==> src/rtl/ascon_pkg.sv <==
// Shared ASCON widths, FSM encoding and column helpers
// for the iterative substitution layer.
package ascon_pkg;

   localparam int ASCON_STATE_W = 320;
   localparam int ASCON_WORD_W  = 64;
   localparam int ASCON_SBOX_W  = 5;
   localparam int ASCON_NWORDS  = 5;

   typedef enum logic [1:0] {
      IDLE = 2'd0,
      RUN  = 2'd1,
      DONE = 2'd2
   } sub_fsm_e;

   typedef logic [ASCON_SBOX_W-1:0]  sbox_t;
   typedef logic [ASCON_STATE_W-1:0] state_t;

   // Bit b of a column lives in word (4-b); x0 lands in bit 4.
   function automatic sbox_t get_col(
      input state_t s,
      input int     j
   );
      sbox_t c;
      for (int b = 0; b < ASCON_NWORDS; b++) begin
         c[b] = s[b*ASCON_WORD_W + j];
      end
      return c;
   endfunction

   // Write a substituted column back into the same bit slice.
   function automatic state_t put_col(
      input state_t s,
      input int     j,
      input sbox_t  y
   );
      state_t r;
      r = s;
      for (int b = 0; b < ASCON_NWORDS; b++) begin
         r[b*ASCON_WORD_W + j] = y[b];
      end
      return r;
   endfunction

endpackage

==> src/rtl/ascon_sub_layer_if.sv <==
// Valid/ready bundle between constant addition, the
// substitution layer and the linear diffusion layer.
interface ascon_sub_layer_if;
   import ascon_pkg::*;

   logic   in_valid;
   logic   in_ready;
   state_t in_state;
   logic   out_valid;
   logic   out_ready;
   state_t out_state;

   modport master (
      output in_valid,
      output in_state,
      input  in_ready,
      input  out_valid,
      input  out_state,
      output out_ready
   );

   modport slave (
      input  in_valid,
      input  in_state,
      output in_ready,
      output out_valid,
      output out_state,
      input  out_ready
   );

endinterface

==> src/rtl/s_box.sv <==
// ASCON 5-bit S-box as a pure lookup table.
// Input bit 4 is x0, output bit 4 returns to x0.
module s_box
   import ascon_pkg::*;
(
   input  sbox_t x_i,
   output sbox_t y_o
);

   // 32-entry substitution table
   always_comb begin
      y_o = '0;
      case (x_i)
         5'h00: y_o = 5'h04;
         5'h01: y_o = 5'h0b;
         5'h02: y_o = 5'h1f;
         5'h03: y_o = 5'h14;
         5'h04: y_o = 5'h1a;
         5'h05: y_o = 5'h15;
         5'h06: y_o = 5'h09;
         5'h07: y_o = 5'h02;
         5'h08: y_o = 5'h1b;
         5'h09: y_o = 5'h05;
         5'h0a: y_o = 5'h08;
         5'h0b: y_o = 5'h12;
         5'h0c: y_o = 5'h1d;
         5'h0d: y_o = 5'h03;
         5'h0e: y_o = 5'h06;
         5'h0f: y_o = 5'h1c;
         5'h10: y_o = 5'h1e;
         5'h11: y_o = 5'h13;
         5'h12: y_o = 5'h07;
         5'h13: y_o = 5'h0e;
         5'h14: y_o = 5'h00;
         5'h15: y_o = 5'h0d;
         5'h16: y_o = 5'h11;
         5'h17: y_o = 5'h18;
         5'h18: y_o = 5'h10;
         5'h19: y_o = 5'h0c;
         5'h1a: y_o = 5'h01;
         5'h1b: y_o = 5'h19;
         5'h1c: y_o = 5'h16;
         5'h1d: y_o = 5'h0a;
         5'h1e: y_o = 5'h0f;
         5'h1f: y_o = 5'h17;
         default: y_o = '0;
      endcase
   end

endmodule

==> src/rtl/ascon_sub_layer.sv <==
// Iterative ASCON substitution layer, LANES columns/cycle.
// Optional abort port under ASCON_SUB_ABORT_EN.
module ascon_sub_layer
   import ascon_pkg::*;
#(
   parameter int LANES = 8
)
(
   input  logic clk,
   input  logic rst,
`ifdef ASCON_SUB_ABORT_EN
   input  logic abort,
`endif
   ascon_sub_layer_if.slave bus,
   output logic busy
);

   localparam int N  = ASCON_WORD_W / LANES;
   localparam int CW = (N > 1) ? $clog2(N) : 1;

   if (LANES < 1 || LANES > ASCON_WORD_W ||
       (LANES & (LANES - 1)) != 0) begin : g_bad_lanes
      $error("LANES must be a power of two in 1..64");
   end

   sub_fsm_e      st_q;
   logic [CW-1:0] cnt_q;
   state_t        state_q;
   state_t        state_d;
   logic          in_ready_q;
   logic          out_valid_q;
   logic          busy_q;
   logic          last;
   logic          kill;

   sbox_t sb_in  [LANES];
   sbox_t sb_out [LANES];

   // Width-1 counter stays at zero when a single group covers
   // all columns, so the first RUN cycle is also the last.
   assign last = (cnt_q == CW'(N - 1));

`ifdef ASCON_SUB_ABORT_EN
   assign kill = abort && (st_q != IDLE);
`else
   assign kill = 1'b0;
`endif

   // Gather the active column group into the lane inputs
   always_comb begin
      for (int l = 0; l < LANES; l++) begin
         sb_in[l] = '0;
         for (int g = 0; g < N; g++) begin
            if (cnt_q == CW'(g)) begin
               sb_in[l] = get_col(state_q, g*LANES + l);
            end
         end
      end
   end

   for (genvar l = 0; l < LANES; l++) begin : g_lane
      s_box u_sbox (
         .x_i (sb_in[l]),
         .y_o (sb_out[l])
      );
   end

   // Scatter lane results back; other columns pass through
   always_comb begin
      state_d = state_q;
      for (int j = 0; j < ASCON_WORD_W; j++) begin
         if (cnt_q == CW'(j / LANES)) begin
            state_d = put_col(state_d, j, sb_out[j % LANES]);
         end
      end
   end

   // Control FSM with registered handshake outputs
   always_ff @(posedge clk) begin
      if (rst || kill) begin
         st_q        <= IDLE;
         cnt_q       <= '0;
         state_q     <= '0;
         in_ready_q  <= 1'b1;
         out_valid_q <= 1'b0;
         busy_q      <= 1'b0;
      end else begin
         unique case (st_q)
            IDLE: begin
               if (bus.in_valid) begin
                  state_q    <= bus.in_state;
                  cnt_q      <= '0;
                  st_q       <= RUN;
                  in_ready_q <= 1'b0;
                  busy_q     <= 1'b1;
               end
            end
            RUN: begin
               state_q <= state_d;
               if (last) begin
                  cnt_q       <= '0;
                  st_q        <= DONE;
                  out_valid_q <= 1'b1;
               end else begin
                  cnt_q <= cnt_q + 1'b1;
               end
            end
            DONE: begin
               if (bus.out_ready) begin
                  st_q        <= IDLE;
                  out_valid_q <= 1'b0;
                  busy_q      <= 1'b0;
                  in_ready_q  <= 1'b1;
               end
            end
            default: begin
               st_q        <= IDLE;
               cnt_q       <= '0;
               in_ready_q  <= 1'b1;
               out_valid_q <= 1'b0;
               busy_q      <= 1'b0;
            end
         endcase
      end
   end

   assign bus.in_ready  = in_ready_q;
   assign bus.out_valid = out_valid_q;
   assign bus.out_state = state_q;
   assign busy          = busy_q;

endmodule

==> src/flat_wrapper.sv <==
// flat-port wrapper written by rule: the top's interface ports become plain ports
module ascon_sub_layer_flat import ascon_pkg::*;
#(
   parameter int LANES = 8
)
  (clk, rst, busy, bus_in_valid, bus_in_state, bus_in_ready, bus_out_valid, bus_out_state, bus_out_ready);
  ascon_sub_layer_if bus_i ();
  input  logic clk;
  input  logic rst;
  output logic busy;
  input wire logic [$bits(bus_i.in_valid)-1:0] bus_in_valid;
  input wire logic [$bits(bus_i.in_state)-1:0] bus_in_state;
  output wire logic [$bits(bus_i.in_ready)-1:0] bus_in_ready;
  output wire logic [$bits(bus_i.out_valid)-1:0] bus_out_valid;
  output wire logic [$bits(bus_i.out_state)-1:0] bus_out_state;
  input wire logic [$bits(bus_i.out_ready)-1:0] bus_out_ready;
  assign bus_i.in_valid = bus_in_valid;
  assign bus_i.in_state = bus_in_state;
  assign bus_in_ready = bus_i.in_ready;
  assign bus_out_valid = bus_i.out_valid;
  assign bus_out_state = bus_i.out_state;
  assign bus_i.out_ready = bus_out_ready;
  ascon_sub_layer #(.LANES(LANES)) u_core (.clk(clk), .rst(rst), .bus(bus_i), .busy(busy));
endmodule
==> config.mk <==
export PLATFORM = sky130hd
export DESIGN_NAME = ascon_sub_layer_flat
export DESIGN_NICKNAME = d
export VERILOG_FILES = /design/src/rtl/ascon_pkg.sv /design/src/rtl/ascon_sub_layer_if.sv /design/src/rtl/s_box.sv /design/src/rtl/ascon_sub_layer.sv /design/src/flat_wrapper.sv
export SDC_FILE = /design/constraint.sdc
export NUM_CORES = 1
export LEC_CHECK = 0
export CAP_MARGIN = 40
export CELL_PAD_IN_SITES_DETAIL_PLACEMENT = 1
export CELL_PAD_IN_SITES_GLOBAL_PLACEMENT = 2
export CORE_MARGIN = 1
export CORE_UTILIZATION = 28
export CTS_BUF_LIST = sky130_fd_sc_hd__clkbuf_4 sky130_fd_sc_hd__clkbuf_8
export DETAILED_ROUTE_END_ITERATION = 8
export PLACE_DENSITY_LB_ADDON = 0.1
export SYNTH_ARGS = -nofsm -noshare
export SYNTH_HDL_FRONTEND = slang
export SYNTH_SLANG_ARGS = --single-unit
==> constraint.sdc <==
create_clock -name clk -period 9.2 [get_ports clk]
set_input_delay 1.84 -clock clk [delete_from_list [all_inputs] [get_ports clk]]
set_output_delay 1.84 -clock clk [all_outputs]
set_load 0.01 [all_outputs]
==> results of run 1 <==
## power by group through the flow
| stage | Sequential [W] | Clock [W] | Combinational [W] |
|---|---|---|---|
| after floorplan | 0.00176 | 0 | 0.000714 |
| after global placement | 0.00178 | 0 | 0.00160 |
| after detailed placement | 0.00178 | 0 | 0.00164 |
| after CTS | 0.00175 | 0.00155 | 0.00165 |
| after global routing | 0.00177 | 0.00161 | 0.00176 |
| final | 0.00176 | 0.00153 | 0.00167 |
## registers in the layout (all words and copies together) (netlist names)
name                  flops
u_core.bus.in_ready       1
u_core.bus.out_state    320
u_core.bus.out_valid      1
u_core.busy               1
u_core.cnt_q              3
u_core.st_q               2
## path summary, 6_finish.rpt
kind / startpoint / endpoint / cells past startpoint
worst max-delay path: u_core.cnt_q[2]$_SDFFE_PP0P_ / u_core.bus.out_state[210]$_SDFFE_PP0P_ / 16
worst min register to register: u_core.bus.out_valid$_SDFFE_PP0P_ / u_core.bus.out_valid$_SDFFE_PP0P_ / 2
worst max register to register: u_core.cnt_q[2]$_SDFFE_PP0P_ / u_core.bus.out_state[210]$_SDFFE_PP0P_ / 16
worst min-delay path: u_core.bus.out_valid$_SDFFE_PP0P_ / u_core.bus.out_valid$_SDFFE_PP0P_ / 2
## cell type report
class | instances | area [um2] | share of cell area [%]
diodes | 11 | 27.5 | 0.104
clock buffers | 94 | 1180 | 4.47
clock inverters | 9 | 100 | 0.379
inverters | 69 | 267 | 1.01
multi-input cells | 1643 | 10200 | 38.6
flip-flops and latches | 328 | 6570 | 24.8
well taps | 846 | 1060 | 4.00
repair buffers | 700 | 7030 | 26.6
## logic make-up (layout without fill, tap and decap cells)
| kind of cell | count (synthesis) | count (layout) | synth area share, % |
|---|---|---|---|
| AO/OA/AOI/OAI | 1257 | 1257 | 42.2 |
| flip-flops | 328 | 328 | 36.7 |
| AND/OR/NAND/NOR | 313 | 313 | 9.54 |
| buffers and inverters | 284 | 872 | 7.06 |
| adder cells (fa/ha/maj) | 38 | 38 | 2.66 |
| XOR/XNOR | 27 | 27 | 1.32 |
| multiplexers | 8 | 8 | 0.448 |
| other | 0 | 11 | 0 |
## Yosys cell counts (6+ instances only)
cell type / n / area [um2]
a21oi_1: 654 / 3270
dfxtp_1: 328 / 6570
o21ai_0: 317 / 1590
clkbuf_1: 151 / 567
nand2_1: 107 / 402
inv_1: 66 / 248
a221oi_1: 65 / 569
ha_1: 38 / 475
buf_2: 34 / 170
nand2b_1: 34 / 213
nor2_1: 32 / 120
xnor2_1: 24 / 210
o31ai_1: 22 / 165
nand3_1: 20 / 100
nand3b_1: 20 / 150
a22oi_1: 18 / 135
buf_6: 16 / 180
a31oi_1: 15 / 93.8
and2_1: 15 / 93.8
o211ai_1: 14 / 105
and3_1: 13 / 81.3
o221ai_1: 12 / 105
nor2b_1: 11 / 68.8
nor3_1: 11 / 55.1
o22ai_1: 11 / 68.8
a21o_1: 10 / 75.1
a221oi_2: 10 / 150
a2bb2oi_1: 10 / 87.6
buf_4: 9 / 67.6
a21oi_2: 8 / 70.1
a2bb2oi_2: 8 / 120
mux2i_1: 8 / 80.1
o2bb2ai_1: 7 / 61.3
a221o_1: 6 / 60.1
and3b_1: 6 / 52.6
or3b_2: 6 / 52.6
## worst min-delay path, delay by kind of cell, from the launching register on
family | cells | cell delay [ns]
AOI/OAI and AO/OA | 1 | 0.05
DFF | 1 | 0.32
and+or+nand+nor | 1 | 0.06
## placed cells by master (no fill, tap or decap), types with 10 or more instances in the layout
master	count
a22oi_1	18
o221ai_1	12
nand2b_1	34
a21oi_1	646
nor2_1	32
nand3b_1	20
clkdlybuf4s50_1	645
a221oi_2	10
dfxtp_1	327
ha_1	33
a21o_1	10
nor2b_1	10
a31oi_1	15
o22ai_1	11
clkbuf_8	76
nand3_1	20
nand2_1	98
clkbuf_4	18
nor3_1	11
and2_1	14
and3_1	13
inv_1	64
o211ai_1	14
o31ai_1	22
a2bb2oi_1	10
a221oi_1	65
diode_2	11
o21ai_0	317
xnor2_1	24
buf_4	42
## per-layer routing
layer	up-vias	global-route usage (%)	wire (um)
met1	11000	44.6	49700
met3	200	6.60	8620
met2	1059	57.7	55200
met5	-	0	12
li1	9469	-	-
met4	2	14.4	4340
## stage by stage
stage	hold WS [ns]	std cells	worst slack [ns]	cell area, um2	utilization [%]
after floorplan	0.481	2255	5.28	17900	-
after global placement	0.452	3570	3.64	24900	39.4
after detailed placement	0.461	3585	3.69	25100	39.8
after CTS	0.471	3688	3.68	26400	41.9
after global routing	0.502	3695	3.43	26400	41.9
final	0.475	3700	3.59	26400	41.9
==> impl_results.md, run 1 <==
* Run status: finished, final reports clean
* Clk root buf: clkbuf_8
* Post-synth cell types at 85
* Vias at 21700
* RSZ-0062 raised after global routing: false
* Initial Util at 28.3%
* Port bufs at 646
* Die Wd at 255 um
* GRT Total Usage at 35.0%
* DRT antenna net count at 0
* CTS resizes at 0
* Commonest register cell after synthesis: dfxtp_1
* # nets final at 3164
* Synth Instances at 2255
* FILL cells at 7490
* Final Setup Violations at 0
* Setup TNS at 0 ns
* Layout cell share with drive strength beyond 1 at 9.53%
* Synth Cell Area at 17900 um2
* Maximum vdd drop at 0.0926 mV
* Die area at 64800 um2
* Max Cap Viol at 0
* CTS tree: built
* Crit path buf inv count at 5
* LEAKAGE at 9.66 nW
* GRT Residual Overflow at 0
* Worst Path Arrival at 6.22 ns
* Net Sw Power at 0.00182 W
* Max Clock Skew at 0.0262 ns
* Drt wl/cell at 31.9 um
* Fin. Hold Viols at 0
* Synthesized area per cell at 7.93 um2
* Cell Int Power at 0.00314 W
* Clock transition at path regs at 0.06 ns
* Area Growth Syn to Fin at 48.0%
* Max stage delay on crit path at 0.80 ns
* Sequential area share after synthesis at 36.7%
* Yosys reg bits at 328
* Design Power at 0.00496 W
* Critical path's slowest cell: or4_1
* CTS Hold Buffers Added at 0
* Async S/R FF share, synth at 0%
* Ports at 647
* Clk sink count at 328
* Number of CTS-inserted buffers at 60
* Switch share at 36.7%
* Core area at 63100 um2
* Final Cycle Share at 61.0%
* Worst hold path class: flop to flop
* Slew margin rel. at 29.2%
* Least-Margin Pin Slew at 1.06 ns
* Count of flip-flops with a built-in enable after synthesis at 0
* Largest net degree at the start of global routing at 168
* Worst-path cell chain: buf_4 > inv_2 > ha_2 > buf_4 > or2_1 > a221oi_1 > o22ai_1 > a2bb2oi_2 > inv_1 > ha_1 > inv_1 > and2_1 > mux2i_1 > mux2i_1 > or4_1 > a21oi_2
* Setup bufs post-CTS at 0
* CP top delay family: buffers and inverters
* Max frequency at 178 MHz
* Worst Setup End Kind: flop
* DIE HEIGHT at 255 um
* PD cells at 187 nW/um2
* DR vias/cell at 5.87
* Minimum clock period at 5.61 ns
* Routed WL at 118000 um
* Slew Limit Fails at 0
* CP Class: flop to flop
* Rows at 92
* Clock power frac at 30.9%
* Initial antenna violation count at 11
* Critical Path RT at 9.80 ns
* Crit-path max FO at 53
* First-pass GRT wire length at 164000 um
* DRC viols at 0
* Insertion delay of the later-clocked pin in the worst-skew pair at 0.69 ns
* First-pass DRT Iterations at 5
* Routability-driven placement congestion ratio at 0.901
* Synthesis warning total at 0
* Bufs on Longest Clock Path at 3
* Flop-to-flop setup slack at 3.59 ns
* Gate power share at 33.6%
* Vias in the first global route at 22300
* Syn nets at 2617
* HPWL after DPL at 85100 um
* Crit path launch type: flop
* Initial DRC Count at 1646
* Reg power frac at 35.5%
* H-tree levels at 2
(Power assumes the default switching activity.)
==> run 2, diff against run 1 <==
CORE_UTILIZATION = 23   (was 28)
clock period = 4.6 ns   (was 9.2 ns; I/O delays follow)
==> run 2 against run 1 <==
  * Count of clock-buffer cells in the layout is 7 higher
  * Non-clock buffer count grew 39
  * Design area is 2.5% higher
  * Utilization decreased by 6.5 points
  * Sequential share of layout area decreased by 0.59 points
  * Register-to-register slack worse by 3.3 ns
  * Sequential power up 110%
  * Via count shrank 0.33%
  * Clock skew grew 0.011 ns
  * Wire length rose by 6.4%
  * Critical path type unchanged
  * Largest cell class unchanged
==> impl_results.md, run 2 (synthesis results as in run 1) <==
* Run status: finished, final reports clean
* Die Wd at 281 um (+10%)
* Setup TNS at 0 ns (unchanged)
* Max frequency at 231 MHz (+29%)
* Rows at 101 (+9.8%)
* Routability-driven placement congestion ratio at 0.896 (-0.49%)
* Drt wl/cell at 31.9 um (+0.16%)
* Ports at 647 (unchanged)
* Vias in the first global route at 22100 (-0.92%)
* Number of CTS-inserted buffers at 68 (+13%)
* Initial Util at 23.4% (-5.0 points)
* CP top delay family: compound AO/OA/AOI/OAI gates
* Area Growth Syn to Fin at 51.7%
* PD cells at 380 nW/um2 (+100%)
* Minimum clock period at 4.33 ns (-1.28 ns)
* Final Cycle Share at 94.2% (+33 points)
* Setup bufs post-CTS at 0 (unchanged)
* Initial DRC Count at 1695 (+3.0%)
* DR vias/cell at 5.51 (-6.1%)
* Worst Path Arrival at 4.93 ns (-1.29 ns)
* Crit-path max FO at 37 (-30%)
* Worst-path cell chain: inv_1 > ha_4 > buf_4 > a21oi_1 > a221oi_1 > o22ai_1 > a2bb2oi_2 > inv_1 > ha_1 > inv_1 > and2_1 > mux2i_1 > mux2i_1 > or4_1 > a21oi_2
* LEAKAGE at 9.93 nW (+2.7%)
* HPWL after DPL at 94200 um (+11%)
* R2R cell count at 15 (-1)
* Bufs on Longest Clock Path at 3 (unchanged)
* Fin. Hold Viols at 0 (unchanged)
* Clk root buf: clkbuf_8
* Crit path launch type: flop
* Port bufs at 646 (unchanged)
* Maximum vdd drop at 0.121 mV (+31%)
* Clock transition at path regs at 0.07 ns (about the same)
* Worst hold path depth at 2 (unchanged)
* DRC viols at 0 (unchanged)
* Most frequent CP cell: inv_1
* Routed WL at 125000 um (+6.4%)
* Commonest non-fill, non-tap cell in the layout: a21oi_1
* RSZ-0062 raised after global routing: false
* First-pass GRT wire length at 174000 um (+6.2%)
* Die area at 78800 um2 (+22%)
* GRT Residual Overflow at 0 (unchanged)
* Core area at 76500 um2 (+21%)
* CTS tree: built
* Crit path buf inv count at 4 (-1)
* DRT antenna net count at 0 (unchanged)
* Worst Setup End Kind: flop
* Layout cell share with drive strength beyond 1 at 11.1% (+1.6 points)
* Least-Margin Pin Slew at 0.866 ns (-0.196 ns)
* CTS Hold Buffers Added at 0 (unchanged)
* Worst hold path class: flop to flop
* Levels on crit path at 15 (-1)
* Max stage delay on crit path at 0.82 ns (+0.02 ns)
* Design area at 27100 um2 (+2.5%)
* CTS resizes at 0 (unchanged)
* Area after DPL at 25700 um2 (+2.2%)
* Largest net degree at the start of global routing at 119 (-29%)
* Insertion delay of the later-clocked pin in the worst-skew pair at 0.67 ns (-0.02 ns)
* GRT Total Usage at 30.9% (-4.1 points)
* Max Clock Skew at 0.0371 ns (+0.0109 ns)
* Critical path's slowest cell: or4_1
* Max Cap Viol at 0 (unchanged)
* Final Setup Violations at 0 (unchanged)
* First-pass DRT Iterations at 5 (unchanged)
* Most frequent cells in the layout: a21oi_1 (646), clkdlybuf4s50_1 (645), dfxtp_1 (327)
* Setup ws final at 0.266 ns (-3.32 ns)
* Slew margin rel. at 42.0% (+13 points)
* DIE HEIGHT at 281 um (+10%)
* Initial antenna violation count at 8 (-3)
* Critical Path RT at 5.19 ns (-4.61 ns)
* # nets final at 3211 (+1.5%)
* CP Class: flop to flop
* DP Worst Slack at 0.359 ns (-3.33 ns)
* Max reg flops at 320 (unchanged)
* Clk sink count at 328 (unchanged)
* Vias at 21600 (-0.33%)
* H-tree levels at 3 (+1)
* Slew Limit Fails at 0 (unchanged)
## run 2: changes by cell type in the layout (fill, tap and decap cells not counted), moves of 2 or more
cell / previous run / this run
buf_12: 3 / 12
buf_16: 5 / 1
buf_4: 42 / 80
buf_6: 2 / 0
buf_8: 2 / 0
clkbuf_8: 76 / 83
clkinv_2: 5 / 8
diode_2: 11 / 5
inv_6: 0 / 3
## run 2: worst reg2reg max path, cell delays in order, from the launching register on
cell and delay (ns):
dfxtp_1 0.37, inv_1 0.17, ha_4 0.46, buf_4 0.31
a21oi_1 0.10, a221oi_1 0.30, o22ai_1 0.16, a2bb2oi_2 0.32
inv_1 0.14, ha_1 0.41, inv_1 0.08, and2_1 0.14
mux2i_1 0.13, mux2i_1 0.11, or4_1 0.82, a21oi_2 0.23
## run 2: per-layer routing
layer  share of wire [%]  vias up  global-route usage (%)
met5               0.022        -                       0
met4                 2.9        4                    9.01
met3                 6.5      169                    6.28
met2                  48      894                    53.1
met1                  42    11000                    38.7
li1                    -     9575                       -
## run 2: through the flow
step	hold WS [ns]	power [W]	utilization (%)	std cells
after CTS	0.460	0.0104	35.4	3924
after detailed placement	0.453	0.00699	33.6	3809
after global placement	0.450	0.00695	33.6	3808
after global routing	0.501	0.0107	35.4	3926
final	0.466	0.0103	35.5	3929
after floorplan	0.481	0.00496	-	2255
## run 2: area by class of cell
cell class	count	area [um2]
Antenna cell	5	12.5
Fill cell	8972	49400
Sequential cell	328	6570
Clock inverter	14	134
Tap cell	1030	1290
Inverter	69	267
Clock buffer	101	1280
Multi-Input combinational cell	1643	10200
Timing Repair Buffer	739	7330
## run 2: worst paths after layout
| path | start | end | slack (ns) |
|---|---|---|---|
| worst min-delay path | u_core.bus.out_valid$_SDFFE_PP0P_ | u_core.bus.out_valid$_SDFFE_PP0P_ | 0.47 |
| worst max register to register | u_core.cnt_q[1]$_SDFFE_PP0P_ | u_core.bus.out_state[226]$_SDFFE_PP0P_ | 0.27 |
| worst max-delay path | u_core.cnt_q[1]$_SDFFE_PP0P_ | u_core.bus.out_state[226]$_SDFFE_PP0P_ | 0.27 |
| worst min register to register | u_core.bus.out_valid$_SDFFE_PP0P_ | u_core.bus.out_valid$_SDFFE_PP0P_ | 0.47 |
## run 2: report_power, final
part	internal (W)	total (W)	leakage [nW]	switching, W
clock	0.00189	0.00336	0.753	0.00148
sequential	0.00315	0.00361	2.72	0.000459
combinational	0.00143	0.00334	6.46	0.00191
